<file path="src/rtl/wb_arbiter2.sv">
// Two-master Wishbone arbiter: per-master pending slots, round-robin issue of one
// transaction at a time to a shared slave, with a bounded ISSUE+WAIT timeout.

module wb_arb_slot #(
  parameter int AW = 32,
  parameter int DW = 32
) (
  input  logic            clk_i,
  input  logic            rstn_i,
  input  logic            cyc,
  input  logic            stb,
  input  logic            busy,
  input  logic            take,
  input  logic            we,
  input  logic [DW/8-1:0] sel,
  input  logic [AW-1:0]   adr,
  input  logic [DW-1:0]   dat,
  output logic            vld,
  output logic            q_we,
  output logic [DW/8-1:0] q_sel,
  output logic [AW-1:0]   q_adr,
  output logic [DW-1:0]   q_dat
);
  // Strobes that hit a full slot or an in-flight master are dropped silently.
  always_ff @(posedge clk_i or negedge rstn_i) begin
    if (!rstn_i) begin
      vld   <= 1'b0;
      q_we  <= 1'b0;
      q_sel <= '0;
      q_adr <= '0;
      q_dat <= '0;
    end else if (take || !cyc) begin
      vld <= 1'b0;
    end else if (stb && !vld && !busy) begin
      vld   <= 1'b1;
      q_we  <= we;
      q_sel <= sel;
      q_adr <= adr;
      q_dat <= dat;
    end
  end
endmodule

module wb_arbiter2 #(
  parameter int AW      = 32,
  parameter int DW      = 32,
  parameter int TIMEOUT = 255
) (
  input  logic            clk_i,
  input  logic            rstn_i,
  input  logic            m0_cyc_i,
  input  logic            m0_stb_i,
  input  logic            m0_we_i,
  input  logic [DW/8-1:0] m0_sel_i,
  input  logic [AW-1:0]   m0_adr_i,
  input  logic [DW-1:0]   m0_dat_i,
  output logic [DW-1:0]   m0_dat_o,
  output logic            m0_ack_o,
  output logic            m0_err_o,
  input  logic            m1_cyc_i,
  input  logic            m1_stb_i,
  input  logic            m1_we_i,
  input  logic [DW/8-1:0] m1_sel_i,
  input  logic [AW-1:0]   m1_adr_i,
  input  logic [DW-1:0]   m1_dat_i,
  output logic [DW-1:0]   m1_dat_o,
  output logic            m1_ack_o,
  output logic            m1_err_o,
  output logic            s_cyc_o,
  output logic            s_stb_o,
  output logic            s_we_o,
  output logic [DW/8-1:0] s_sel_o,
  output logic [AW-1:0]   s_adr_o,
  output logic [DW-1:0]   s_dat_o,
  input  logic [DW-1:0]   s_dat_i,
  input  logic            s_ack_i,
  input  logic            s_err_i,
  input  logic            s_stall_i,
  output logic [1:0]      grant_o,
  output logic            timeout_o
);
  localparam logic [1:0] S_IDLE  = 2'd0;
  localparam logic [1:0] S_ISSUE = 2'd1;
  localparam logic [1:0] S_WAIT  = 2'd2;
  localparam int CW = (TIMEOUT > 1) ? $clog2(TIMEOUT) : 1;

  logic [1:0]           m_cyc, m_stb, m_we;
  logic [1:0][DW/8-1:0] m_sel;
  logic [1:0][AW-1:0]   m_adr;
  logic [1:0][DW-1:0]   m_dat;
  logic [1:0]           slot_v, slot_we, take, busy;
  logic [1:0][DW/8-1:0] slot_sel;
  logic [1:0][AW-1:0]   slot_adr;
  logic [1:0][DW-1:0]   slot_dat;
  logic [1:0]           ack_q, err_q;
  logic [1:0][DW-1:0]   rdat_q;

  logic [1:0]    state;
  logic          last, dropped, pick, own, issue, rsp, to_hit, done, done_err, deliver;
  logic [CW-1:0] cnt;

  assign m_cyc = {m1_cyc_i, m0_cyc_i};
  assign m_stb = {m1_stb_i, m0_stb_i};
  assign m_we  = {m1_we_i,  m0_we_i};
  assign m_sel = {m1_sel_i, m0_sel_i};
  assign m_adr = {m1_adr_i, m0_adr_i};
  assign m_dat = {m1_dat_i, m0_dat_i};

  assign m0_ack_o = ack_q[0];
  assign m1_ack_o = ack_q[1];
  assign m0_err_o = err_q[0];
  assign m1_err_o = err_q[1];
  assign m0_dat_o = rdat_q[0];
  assign m1_dat_o = rdat_q[1];

  for (genvar i = 0; i < 2; i++) begin : g_slot
    assign busy[i] = (state != S_IDLE) && grant_o[i];
    assign take[i] = issue && (pick == 1'(i));
    wb_arb_slot #(.AW(AW), .DW(DW)) u_slot (
      .clk_i (clk_i),
      .rstn_i(rstn_i),
      .cyc   (m_cyc[i]),
      .stb   (m_stb[i]),
      .busy  (busy[i]),
      .take  (take[i]),
      .we    (m_we[i]),
      .sel   (m_sel[i]),
      .adr   (m_adr[i]),
      .dat   (m_dat[i]),
      .vld   (slot_v[i]),
      .q_we  (slot_we[i]),
      .q_sel (slot_sel[i]),
      .q_adr (slot_adr[i]),
      .q_dat (slot_dat[i])
    );
  end

  // A tie goes to the master not granted last; a lone request wins outright.
  always_comb begin
    pick     = (slot_v == 2'b11) ? ~last : slot_v[1];
    issue    = (state == S_IDLE) && (|slot_v);
    own      = grant_o[1];
    rsp      = ((state == S_WAIT) || (state == S_ISSUE && !s_stall_i)) && (s_ack_i || s_err_i);
    to_hit   = (TIMEOUT != 0) && (state != S_IDLE) && (cnt == CW'(TIMEOUT - 1));
    done     = rsp || to_hit;
    done_err = rsp ? s_err_i : 1'b1;
    deliver  = done && !dropped && m_cyc[own];
  end

  always_ff @(posedge clk_i or negedge rstn_i) begin
    if (!rstn_i) begin
      state     <= S_IDLE;
      s_cyc_o   <= 1'b0;
      s_stb_o   <= 1'b0;
      s_we_o    <= 1'b0;
      s_sel_o   <= '0;
      s_adr_o   <= '0;
      s_dat_o   <= '0;
      grant_o   <= 2'b00;
      timeout_o <= 1'b0;
      last      <= 1'b1;
      cnt       <= '0;
      dropped   <= 1'b0;
      ack_q     <= '0;
      err_q     <= '0;
      rdat_q    <= '0;
    end else begin
      ack_q     <= '0;
      err_q     <= '0;
      timeout_o <= 1'b0;
      if (issue) begin
        state   <= S_ISSUE;
        s_cyc_o <= 1'b1;
        s_stb_o <= 1'b1;
        s_we_o  <= slot_we[pick];
        s_sel_o <= slot_sel[pick];
        s_adr_o <= slot_adr[pick];
        s_dat_o <= slot_dat[pick];
        grant_o <= pick ? 2'b10 : 2'b01;
        last    <= pick;
        cnt     <= '0;
        dropped <= 1'b0;
      end else if (done) begin
        // A real slave response beats the timeout in the same cycle.
        state     <= S_IDLE;
        s_cyc_o   <= 1'b0;
        s_stb_o   <= 1'b0;
        grant_o   <= 2'b00;
        timeout_o <= ~rsp;
        if (deliver) begin
          if (done_err) begin
            err_q[own] <= 1'b1;
          end else begin
            ack_q[own]  <= 1'b1;
            rdat_q[own] <= s_dat_i;
          end
        end
      end else if (state != S_IDLE) begin
        cnt <= cnt + 1'b1;
        if (!m_cyc[own]) dropped <= 1'b1;
        if (state == S_ISSUE && !s_stall_i) begin
          state   <= S_WAIT;
          s_stb_o <= 1'b0;
        end
      end
    end
  end
endmodule

</file>
<file path="config.mk">
export PLATFORM = sky130hd
export DESIGN_NAME = wb_arbiter2
export DESIGN_NICKNAME = d
export VERILOG_FILES = /design/src/rtl/wb_arbiter2.sv
export SDC_FILE = /design/constraint.sdc
export NUM_CORES = 1
export LEC_CHECK = 0
export CAP_MARGIN = 10
export CORE_MARGIN = 5
export CORE_UTILIZATION = 34
export CTS_CLUSTER_SIZE = 28
export DETAILED_ROUTE_END_ITERATION = 16
export DONT_BUFFER_PORTS = 1
export SYNTH_ARGS = -nofsm -noshare
export SYNTH_HDL_FRONTEND = slang
export SYNTH_HIERARCHICAL = 1
export SYNTH_SLANG_ARGS = --single-unit
export TNS_END_PERCENT = 20
</file>
<file path="constraint.sdc">
create_clock -name clk_i -period 6.1 [get_ports clk_i]
set_input_delay 0.61 -clock clk_i [delete_from_list [all_inputs] [get_ports clk_i]]
set_output_delay 0.61 -clock clk_i [all_outputs]
set_load 0.01 [all_outputs]
</file>
* Yosys cells after proc, flatten, opt, wreduce, memory -nomap -nowiden *
Index checks and enable logic that the tools add are counted.

word-level totals
  bits in registers = 294
  input port bits = 179
  word-level logic and storage cells = 137

operators by class
  $add $sub $neg = 1
  magnitude comparators = 3
  equal/unequal tests = 6
  multiplexer cells = 51
  bitwise logic cells = 7
  reduce and logical (&&, ||, !) cells = 43

operators with widths
  kind                                                 number
  2-to-1 mux 32 bit                                    5
  bitwise mux 64 bit                                   1
  demux 32 bit (select 1 bit)                          1
  2-to-1 mux 2 bit                                     15
  2-to-1 mux 8 bit                                     3
  2-to-1 mux 1 bit                                     23
  logical AND 1 bit                                    15
  nonzero test 2 bit                                   5
  adder 8 x 1 -> 8 bit (second input constant)         1
  == test 8 bit (second input constant)                1
  logical NOT 1 bit                                    8
  2-to-1 mux 4 bit                                     2
  AND reduction 2 bit                                  4
  inverter 1 bit                                       7
  nonzero test 3 bit                                   2
  logical OR 1 bit                                     5
  == test 2 bit (second input constant)                2
  < comparator 1 x 2 -> 1 bit (second input constant)  2
  != test 2 bit (second input constant)                2
  AND reduction 4 bit                                  1
  AND reduction 3 bit                                  1
  == test 2 x 1 -> 1 bit (second input constant)       1
  logical NOT 2 bit                                    1
  OR reduction 2 bit                                   1
  2 further kinds                                      2

* Depth between registers and ports, before layout *
Gate-level depths: netlist of run 1.

  word-level depth = 10
  gate-level depth with buffers = 9
  gate-level depth less buffers = 6

* Modules after synthesis *
Netlist of run 1, hierarchy kept.

by module, submodules not included
  module       times used  cells each  area an instance (um^2)  sequential area each (um^2)
  wb_arbiter2  1           466         6,557.5                  3,829.9
  wb_arb_slot  2           151         2,615.0                  1,751.7

* Worst setup path before layout of run 1 *
No wires, ideal clock.

  path kind = register -> register
  from = register last
  to = register g_slot[1].u_slot.q_adr[15]
  setup time = 0.127 ns
  arrival = 2.233 ns
  data required time = 5.973 ns
  slack = 3.740 ns
  cell stages (with the launch flop) = 10
  period minus slack after synthesis = 2.360 ns
  path through = dfstp_2 > nand2_1 > and3_1 > buf_2 > buf_2 > nand2b_1 > nor4b_4 > buf_4 > buf_6 > mux2_1

on the way
  word-level cells in the longest chain between the ends = 6

RTL lines
  what                           RTL line  text
  start: declaration             99        logic last, dropped, pick, own, issue, rsp, to_hit, done, done_err, deliver;
  start signal: assignment       180       last <= pick;
  inverter 1 bit                 140       pick = (slot_v == 2'b11) ? ~last : slot_v[1];
  2-to-1 mux 1 bit               140
  logical AND 1 bit              118       assign take[i] = issue && (pick == 1'(i));
  named net take[1]              91        logic [1:0] slot_v, slot_we, take, busy;
  logical OR 1 bit               32        end else if (take || !cyc) begin
  inverter 1 bit (no line)       n/a
  AND reduction 2 bit (no line)  n/a
  end signal: assignment         38        q_adr <= adr;
  end: declaration               21        output logic [AW-1:0] q_adr,

The timed path passes the listed nets, and every way through them passes these cells.
A chain may end at the register's enable or synchronous reset.

* Worst setup path in the final report of run 1 *
  from = register state[0]
  to = register g_slot[1].u_slot.q_adr[19]

on the way
  word-level cells in the longest chain between the ends = 6
  elaborated cells between the ends (all ways) = 10
  classes of those cells = bitwise: 1; reduce/logical: 9

RTL lines
  what                               RTL line  text
  start: declaration                 98        logic [1:0] state;
  start signal: assignment           152       state <= S_IDLE;
  start signal: assignment           172       state <= S_ISSUE;
  start signal: assignment           185       state <= S_IDLE;
  logical NOT 2 bit                  141       issue = (state == S_IDLE) && (|slot_v);
  logical AND 1 bit                  141
  logical AND 1 bit                  118
  logical OR 1 bit                   32
  inverter 1 bit (no line)           n/a
  AND reduction 2 bit (no line) (*)  n/a

Mark *: on every way between the ends. The rest lies on a longest branch, timed or not.

==> results of run 1 <==
-- routing by layer --
| metal | GRT usage [%] | vias to the layer above | wire length [um] |
|---|---|---|---|
| met5 | 0 | - | 111 |
| met4 | 4.65 | 12 | 613 |
| met3 | 8.55 | 55 | 3870 |
| met2 | 22.3 | 284 | 12900 |
| met1 | 17.7 | 3322 | 11400 |
| li1 | - | 2807 | - |
-- state kept, by name, indices dropped and copies added, names as in the netlist --
name                 cells
g_slot.u_slot/q_adr     64
g_slot.u_slot/q_dat     64
m0_dat_o                32
m1_dat_o                32
s_adr_o                 32
s_dat_o                 32
cnt                      8
g_slot.u_slot/q_sel      8
s_sel_o                  4
ack_q                    2
err_q                    2
g_slot.u_slot/q_we       2
g_slot.u_slot/vld        2
grant_o                  2
state                    2
dropped                  1
last                     1
s_cyc_o                  1
s_we_o                   1
timeout_o                1
-- worst paths after layout --
check	startpoint	end	cells after the start
worst max-delay path	state[0]$_DFFE_PN0P_	g_slot[1].u_slot/q_adr[19]$_DFFE_PN0P_	6
worst min-delay path	rstn_i	ack_q[0]$_DFF_PN0_	0
worst max register to register	state[0]$_DFFE_PN0P_	g_slot[1].u_slot/q_adr[19]$_DFFE_PN0P_	6
worst min register to register	g_slot[0].u_slot/q_dat[10]$_DFFE_PN0P_	s_dat_o[10]$_DFFE_PN0P_	1
max in group asynchronous	rstn_i	state[0]$_DFFE_PN0P_	0
min in group clk_i	m0_adr_i[17]	g_slot[0].u_slot/q_adr[17]$_DFFE_PN0P_	1
-- cell type report --
class / count / area, sq um / area share (%)
Multi-Input combinational cell: 422 / 4180 / 31.6
Clock buffer: 50 / 972 / 7.34
Clock inverter: 8 / 100 / 0.756
Inverter: 6 / 22.5 / 0.170
Antenna cell: 4 / 10.0 / 0.0756
Sequential cell: 293 / 7330 / 55.4
Timing Repair Buffer: 7 / 52.6 / 0.397
Tap cell: 455 / 569 / 4.30
-- synth_stat cells --
master    number  area [sq um]
dfrtp_1      292          7310
mux2_2       124          1400
a21o_1        71           533
a22o_1        70           613
mux2_4        58           871
buf_2         23           115
mux2_1        20           225
nand2_1       16          60.1
clkbuf_1      10          37.5
nor2_1        10          37.5
buf_6          9           101
mux2i_1        8          80.1
inv_1          6          22.5
a21oi_1        5          25.0
nor3_1         5          25.0
buf_1          3          11.3
nand3_1        3          15.0
a31o_2         2          17.5
and2_1         2          12.5
buf_4          2          15.0
ha_1           2          25.0
nand2b_1       2          12.5
nor2b_1        2          12.5
nor4_1         2          12.5
nor4b_1        2          17.5
nor4b_4        2          47.6
o21ai_0        2          10.0
o21ai_1        2          10.0
or2_1          2          12.5
and3_1         1          6.26
dfstp_2        1          26.3
nand3b_1       1          7.51
nand4_1        1          6.26
nor3b_2        1          12.5
o211ai_1       1          7.51
o22a_1         1          8.76
o41ai_1        1          8.76
or2_2          1          6.26
or3b_2         1          8.76
or4_1          1          7.51
-- kinds of logic (layout without fill, tap and decap cells) --
family          after synthesis  in the layout  share of synthesized area [%]
other cells                   0              4                              0
mux                         210            210                           21.8
buf+inv                      53             71                           2.57
fa+ha+maj                     2              2                          0.212
simple gates                 55             55                           2.72
compound gates              155            155                           10.5
flops                       293            293                           62.2
-- per-stage QoR --
step                hold slack [ns]  cells
global placement              0.322   1183
finish                       -0.203   1245
CTS                          -0.249   1241
detailed placement            0.322   1183
floorplan                     0.314    768
global route                 -0.242   1242
-- power by group through the flow --
stage	clock, mW	sequential, mW	combinational, mW
final	1.97	3.69	1.74
after global routing	2.12	3.81	1.94
after CTS	2.04	3.70	1.79
after detailed placement	0	3.73	1.78
after global placement	0	3.71	1.71
after floorplan	0	3.46	1.54
-- worst register-to-register path, stage by stage (launching register included) --
cell and delay [ns]:
dfrtp_1 0.47, nor2_1 0.39, and3_4 0.88, nand2b_1 0.37
nor4b_4 0.07, buf_4 0.27, mux2_1 0.42
==> results.sh, run 1 <==
export IMPL_outcome="finished, violations left"
export IMPL_violations="negative hold slack"
export IMPL_finalMaxSlewViolations=0
export IMPL_cts_tree="built"
export IMPL_skew_ns=0.0209
export IMPL_leakage_nw=6.30
export IMPL_finalCoreUtilization_pct=38.5
export IMPL_placed_area_sq_um=12200
export IMPL_critPathArrivalTime_ns=3.36
export IMPL_die_width_um=196
export IMPL_antenna_found_initial=10
export IMPL_drc_errors=0
export IMPL_ctsRootBufferMaster="clkbuf_16"
export IMPL_num_rows=68
export IMPL_layout_setup_ws_ns=3.12
export IMPL_regToRegSetupSlack_ns=3.12
export IMPL_required_ns=6.48
export IMPL_core_sq_um=34400
export IMPL_p_comb_share_pct=23.6
export IMPL_syn_cell_area_sq_um=11800
export IMPL_drtIter0Drc=233
export IMPL_power_frac_clock_pct=26.6
export IMPL_whs_ns=-0.203
export IMPL_grt_use_total_pct=14.7
export IMPL_p_total_mw=7.40
export IMPL_maxSlewHeadroom_pct=25.8
export IMPL_clk_pin_slew_worst_paths_ns=0.05
export IMPL_worst_slew_pin_slew_ns=1.11
export IMPL_hold_path_class="primary input to async pin"
export IMPL_grt_overflow=0
export IMPL_cp_end_kind="flop"
export IMPL_ant_nets=0
export IMPL_gp_routability_congestion=0.780
export IMPL_post_cts_resized=0
export IMPL_grt_pass1_wl_mm=44.0
export IMPL_p_sw_mw=2.27
export IMPL_period_minus_slack_ns=2.98
export IMPL_cpLargestDelayFamily="simple AND/OR/NAND/NOR gates"
export IMPL_finalSetupTns_ns=0
export IMPL_finalSetupViolCount=0
export IMPL_ys_warn_count=6
export IMPL_layout_common_cells="dfrtp_1 (292), mux2_2 (124), a21o_1 (71), a22o_1 (70), mux2_4 (58)"
export IMPL_syn_to_final_growth_pct=12.3
export IMPL_syn_num_nets=949
export IMPL_initial_core_util_pct=34.3
export IMPL_startpoint_type="flop"
export IMPL_ys_seq_elements=293
export IMPL_avgSynthCellArea_sq_um=15.3
export IMPL_numCtsBuffers=34
export IMPL_die_y_um=196
export IMPL_drive_gt1_share_pct=31.7
export IMPL_layout_nets=945
export IMPL_cts_sinks=293
export IMPL_vias=6480
export IMPL_finalHoldViolations=278
export IMPL_crit_chain="nor2_1, and3_4, nand2b_1, nor4b_4, buf_4, mux2_1"
export IMPL_h_tree_depth=2
export IMPL_critPathKind="flop to flop"
export IMPL_final_cell_area_sq_um=13200
export IMPL_dp_slack_ns=3.01
export IMPL_seq_power_share_pct=49.8
export IMPL_crit_buf_inv=1
export IMPL_synth_seq_area_share_pct=62.2
export IMPL_cap_violations=0
export IMPL_max_freq_mhz=335
export IMPL_dr_pass1_iters=4
export IMPL_fillers=3203
export IMPL_avgRoutedWirePerCell_um=23.2
export IMPL_grt_pass1_vias=6955
export IMPL_ir_drop_mv=0.286
export IMPL_period_share_pct=48.9
export IMPL_critical_path_max_stage_delay_ns=0.88
export IMPL_cts_buffer_depth=3
export IMPL_final_common_cell="dfrtp_1"
export IMPL_vias_per_cell=5.20
export IMPL_clk_insertion_delay_late_ns=0.52
export IMPL_swShare_pct=30.7
export IMPL_synthCells=768
export IMPL_io_pin_count=321
export IMPL_grt_max_degree=294
export IMPL_portBuffers=0
export IMPL_synth_cell_types=40
export IMPL_routed_wl_mm=28.9
export IMPL_dp_hpwl_mm=18.8
export IMPL_cts_setup_buffers=0
export IMPL_grt_setup_unrepaired="false"
export IMPL_critical_path_slowest_cell="and3_4"
export IMPL_power_density_nw_per_um2=559
export IMPL_cell_internal_pwr_mw=5.13
export IMPL_cp_max_fo=72
export IMPL_dieArea_sq_um=38500
(Power assumes the default switching activity.)
==> run 2, diff against run 1 <==
clock period = 2.9 ns   (was 6.1 ns; I/O delays follow)
==> run 2 against run 1 <==
Net effect:
- the run still ends with negative hold slack left
- design area up 14%
- first-iteration DRC count down 13%
- non-clock buffer count up 181
- critical endpoint is now g_slot[0].u_slot/q_adr[25]$_DFFE_PN0P_
- largest cell class unchanged
- highest routed layer unchanged
==> results.sh, run 2 (synthesis gave the netlist of run 1 again) <==
export IMPL_syn_to_final_growth_pct=27.8
export IMPL_final_common_cell="dfrtp_1"
export IMPL_die_y_um=196
export IMPL_startpoint_type="flop"
export IMPL_required_ns=3.30
export IMPL_layout_nets=1126
export IMPL_io_pin_count=321
export IMPL_numCtsBuffers=34
export IMPL_finalHoldViolations=293
export IMPL_drive_gt1_share_pct=26.6
export IMPL_critical_path_slowest_cell="dfrtp_1"
export IMPL_grt_max_degree=294
export IMPL_grt_pass1_vias=7984
export IMPL_initial_core_util_pct=34.3
export IMPL_period_share_pct=82.0
export IMPL_dr_pass1_iters=4
export IMPL_reg_top3="g_slot.u_slot/q_adr x64, g_slot.u_slot/q_dat x64"
export IMPL_grt_overflow=0
export IMPL_clk_pin_slew_worst_paths_ns=0.06
export IMPL_finalSetupViolCount=0
export IMPL_cap_violations=0
export IMPL_grt_setup_unrepaired="false"
export IMPL_critPathArrivalTime_ns=2.77
export IMPL_num_rows=68
export IMPL_p_total_mw=15.8
export IMPL_post_cts_resized=0
export IMPL_cts_sinks=293
export IMPL_grt_use_total_pct=15.4
export IMPL_dp_hpwl_mm=18.6
export IMPL_fillers=3054
export IMPL_avgRoutedWirePerCell_um=21.4
export IMPL_vias=7266
export IMPL_violations="negative hold slack"
export IMPL_cp_end_kind="flop"
export IMPL_ctsRootBufferMaster="clkbuf_16"
export IMPL_finalSetupTns_ns=0
export IMPL_power_density_nw_per_um2=1050
export IMPL_cts_tree="built"
export IMPL_clk_insertion_delay_late_ns=0.52
export IMPL_whs_ns=-0.532
export IMPL_skew_ns=0.0156
export IMPL_cts_buffer_depth=3
export IMPL_drc_errors=0
export IMPL_die_width_um=196
export IMPL_dieArea_sq_um=38500
export IMPL_leakage_nw=7.07
export IMPL_routed_wl_mm=30.5
export IMPL_cp_max_fo=27
export IMPL_worst_slew_pin_slew_ns=0.995
export IMPL_antenna_found_initial=3
export IMPL_outcome="finished, violations left"
export IMPL_maxSlewHeadroom_pct=33.7
export IMPL_finalMaxSlewViolations=0
export IMPL_drtIter0Drc=202
export IMPL_layout_common_cells="dfrtp_1 (292), dlygate4sd3_1 (176), mux2_2 (124), a21o_1 (71), a22o_1 (70)"
export IMPL_grt_pass1_wl_mm=47.1
export IMPL_crit_chain="or2_2, and2_1, nor4b_4, buf_4, mux2_2"
export IMPL_gp_routability_congestion=0.796
export IMPL_core_sq_um=34400
export IMPL_ir_drop_mv=0.585
export IMPL_vias_per_cell=5.10
export IMPL_cts_setup_buffers=0
export IMPL_max_freq_mhz=421
export IMPL_h_tree_depth=2
export IMPL_portBuffers=0
export IMPL_critPathKind="flop to flop"
export IMPL_holdBufCountCts=176
export IMPL_ant_nets=0
export IMPL_hold_path_class="primary input to async pin"
export IMPL_period_minus_slack_ns=2.38
export IMPL_critical_path_max_stage_delay_ns=0.47
-- run 2: changes by cell type in the layout (fill, tap and decap cells not counted), sizes merged --
cell,delta
dlygate4sd3,+176
buf,+5
clkinv,+5
diode,-2
bufinv,-1
clkbuf,-1
inv,-1
-- run 2: per-stage QoR --
step                cells  area [sq um]  setup slack [ns]  hold slack [ns]  utilization [%]
global placement     1188         12200             0.505          0.00166             35.6
detailed placement   1188         12200             0.493          0.00138             35.6
global route         1425         15100             0.359           -0.585             43.8
CTS                  1424         15100             0.478           -0.579             43.8
finish               1426         15100             0.523           -0.532             43.8
floorplan             768         11800             0.540         -0.00559                -
-- run 2: per-layer routing --
layer	wire length (um)	track usage [%]	up-vias
met5	7	0	-
met4	746	5.22	2
met3	3000	5.91	54
met2	14200	24.8	315
met1	12500	19.2	3743
li1	-	-	3152
-- run 2: worst paths after layout --
path | startpoint | to | slack, ns | cells after the start
setup / recovery | state[0]$_DFFE_PN0P_ | g_slot[0].u_slot/q_adr[25]$_DFFE_PN0P_ | 0.52 | 5
hold / removal | rstn_i | m0_dat_o[8]$_DFFE_PN0P_ | -0.53 | 0
setup reg to reg | state[0]$_DFFE_PN0P_ | g_slot[0].u_slot/q_adr[25]$_DFFE_PN0P_ | 0.52 | 5
hold reg to reg | g_slot[0].u_slot/q_adr[21]$_DFFE_PN0P_ | s_adr_o[21]$_DFFE_PN0P_ | 0.47 | 1
max in group asynchronous | rstn_i | g_slot[1].u_slot/q_dat[8]$_DFFE_PN0P_ | 3.04 | 0
min in group clk_i | s_stall_i | state[0]$_DFFE_PN0P_ | 0.04 | 2
-- run 2: critical path: cells and delay by family (launching register included) --
kind,cells,cell delay (ns)
and+or+nand+nor,3,0.95
DFF,1,0.47
muxes,1,0.39
buffers and inverters,1,0.43
-- run 2: where the power goes --
part | leakage (nW) | total, mW | internal [mW] | switching (mW)
logic | 2.92 | 3.97 | 2.48 | 1.49
clock network | 0.528 | 4.09 | 2.44 | 1.65
registers | 3.62 | 7.78 | 6.00 | 1.78
total | 7.07 | 15.8 | 10.9 | 4.92
-- run 2: area by class of cell --
class	count	area, sq um	share of cell area [%]
Sequential cell	293	7330	48.7
Multi-Input combinational cell	422	4180	27.7
Timing Repair Buffer	188	1890	12.5
Clock buffer	49	978	6.49
Tap cell	455	569	3.78
Clock inverter	11	90.1	0.598
Inverter	6	22.5	0.149
Antenna cell	2	5.00	0.0332
==> run 3, diff against run 2 <==
clock period = 2.3 ns   (was 2.9 ns; I/O delays follow)
==> run 3 against run 2 <==
Net effect:
- the run still ends with negative hold slack left
- critical path depth is 1 higher
- combinational power increased by 32%
- fmax increased by 9.5%
- register-to-register slack got worse by 0.39 ns
- sequential power grew 26%
- clock-buffer cell count unchanged
- clock skew increased by 0.0027 ns
- wire length rose by 0.34%
- setup slack got worse by 0.39 ns
==> results.sh, run 3 (synthesis gave the netlist of run 1 again) <==
export IMPL_layout_nets=1134
export IMPL_layout_common_cells="dfrtp_1 (292), dlygate4sd3_1 (175), mux2_2 (124), a21o_1 (71), a22o_1 (70)"
export IMPL_regToRegEndpoint="g_slot[0].u_slot/q_adr[8]$_DFFE_PN0P_"
export IMPL_final_common_cell="dfrtp_1"
export IMPL_die_y_um=196
export IMPL_cts_setup_buffers=0
export IMPL_finalSetupTns_ns=0
export IMPL_clk_insertion_delay_late_ns=0.52
export IMPL_numCtsBuffers=35
export IMPL_power_density_nw_per_um2=1350
export IMPL_violations="negative hold slack"
export IMPL_clk_pin_slew_worst_paths_ns=0.06
export IMPL_core_sq_um=34400
export IMPL_cp_end_kind="flop"
export IMPL_grt_pass1_vias=8108
export IMPL_cts_sinks=293
export IMPL_cap_violations=0
export IMPL_startpoint_type="flop"
export IMPL_gp_routability_congestion=0.780
export IMPL_num_rows=68
export IMPL_post_cts_resized=0
export IMPL_grt_setup_unrepaired="false"
export IMPL_p_sw_mw=6.29
export IMPL_portBuffers=0
export IMPL_routed_wl_mm=30.6
export IMPL_cts_tree="built"
export IMPL_grt_max_degree=294
export IMPL_cp_max_fo=22
export IMPL_ctsRootBufferMaster="clkbuf_16"
export IMPL_critPathArrivalTime_ns=2.58
export IMPL_power_frac_clock_pct=27.4
export IMPL_dp_slack_ns=0.0790
export IMPL_grt_use_total_pct=15.7
export IMPL_dr_pass1_iters=4
export IMPL_finalHoldViolations=293
export IMPL_grt_pass1_wl_mm=48.1
export IMPL_maxSlewHeadroom_pct=68.9
export IMPL_avgRoutedWirePerCell_um=21.3
export IMPL_reg2reg_from="state[0]$_DFFE_PN0P_"
export IMPL_period_share_pct=94.4
export IMPL_cell_internal_pwr_mw=14.4
export IMPL_drtIter0Drc=223
export IMPL_vias_per_cell=5.02
export IMPL_swShare_pct=30.4
export IMPL_cts_buffer_depth=3
export IMPL_leakage_nw=7.20
export IMPL_vias=7206
export IMPL_outcome="finished, violations left"
export IMPL_p_total_mw=20.7
export IMPL_hold_path_class="primary input to async pin"
export IMPL_dp_hpwl_mm=18.8
export IMPL_drive_gt1_share_pct=27.8
export IMPL_skew_ns=0.0183
export IMPL_seq_power_share_pct=47.3
export IMPL_ant_nets=0
export IMPL_io_pin_count=321
export IMPL_ir_drop_mv=0.646
export IMPL_finalSetupViolCount=0
export IMPL_required_ns=2.71
export IMPL_h_tree_depth=2
export IMPL_finalMaxSlewViolations=0
export IMPL_critPathKind="flop to flop"
export IMPL_antenna_found_initial=3
export IMPL_drc_errors=0
export IMPL_regToRegSetupSlack_ns=0.13
export IMPL_layout_setup_ws_ns=0.128
export IMPL_worst_slew_pin_slew_ns=0.467
export IMPL_whs_ns=-0.585
export IMPL_p_comb_share_pct=25.3
export IMPL_max_freq_mhz=461
export IMPL_reg2reg_depth=6
export IMPL_initial_core_util_pct=34.3
export IMPL_grt_overflow=0
export IMPL_period_minus_slack_ns=2.17
export IMPL_holdBufCountCts=175
export IMPL_die_width_um=196
export IMPL_reg_top3="g_slot.u_slot/q_adr x64, g_slot.u_slot/q_dat x64"
export IMPL_dieArea_sq_um=38500
export IMPL_syn_to_final_growth_pct=30.0
==> run 3: cell count changes in the layout (fill, tap and decap cells not counted) <==
cell           change
clkinv_2           +1
clkbuf_1           -2
nand2b_1           -1
nand2b_4           +1
buf_12             +6
buf_4              +2
clkbuf_16          +2
dlygate4sd3_1      -1
inv_6              -1
bufinv_16          +3
==> run 3: metal layers <==
metal | vias to the layer above | global-route usage (%) | part of all wire [%]
li1 | 3170 | - | -
met1 | 3707 | 18.8 | 41
met2 | 279 | 25.5 | 47
met3 | 48 | 6.56 | 9.9
met4 | 2 | 5.77 | 2.5
met5 | - | 0 | 0.046
==> run 3: cell type report <==
class                   count  area, sq um
clock inverters            14          176
repair buffers            195         2010
clock buffers              49         1020
well taps                 455          569
multi-input cells         422         4190
diodes                      2         5.00
inverters                   6         22.5
flip-flops and latches    293         7330
fillers                  3077        19000
==> run 3: metrics by stage <==
stage          instances  area, sq um  util (%)
5_1_grt             1436        15300      44.6
6_report            1436        15300      44.6
3_5_place_dp        1196        12400      36.0
4_1_cts             1434        15300      44.6
2_1_floorplan        768        11800         -
3_3_place_gp        1196        12400      36.0
==> run 3: how the worst max path moves through the flow <==
stage / from / endpoint / slack [ns] / cells past startpoint
2_1_floorplan: last$_DFFE_PN1P_ / g_slot[1].u_slot/q_adr[15]$_DFFE_PN0P_ / 0.003 / 9
3_3_place_gp: state[0]$_DFFE_PN0P_ / g_slot[0].u_slot/q_adr[8]$_DFFE_PN0P_ / 0.11 / 6
3_5_place_dp: state[0]$_DFFE_PN0P_ / g_slot[0].u_slot/q_adr[9]$_DFFE_PN0P_ / 0.08 / 6
4_1_cts: last$_DFFE_PN1P_ / g_slot[1].u_slot/q_we$_DFFE_PN0P_ / 0.07 / 6
5_1_grt: g_slot[1].u_slot/vld$_DFFE_PN0P_ / g_slot[0].u_slot/q_adr[5]$_DFFE_PN0P_ / 0.02 / 7
6_report: state[0]$_DFFE_PN0P_ / g_slot[0].u_slot/q_adr[8]$_DFFE_PN0P_ / 0.13 / 6
==> run 3: power groups by stage <==
| stage | clock, mW | combinational [mW] | sequential [mW] |
|---|---|---|---|
| floorplan | 0 | 4.10 | 9.19 |
| global placement | 0 | 4.82 | 9.81 |
| detailed placement | 0 | 4.98 | 9.86 |
| CTS | 5.88 | 5.29 | 9.78 |
| global route | 6.11 | 5.74 | 10.1 |
| finish | 5.67 | 5.23 | 9.77 |
==> run 3: worst max-delay path: stages (launching register included) <==
cell	delay, ns
dfrtp_1	0.39
or2_2	0.34
and2_1	0.21
nor4b_4	0.38
buf_4	0.20
buf_12	0.18
mux2_2	0.35
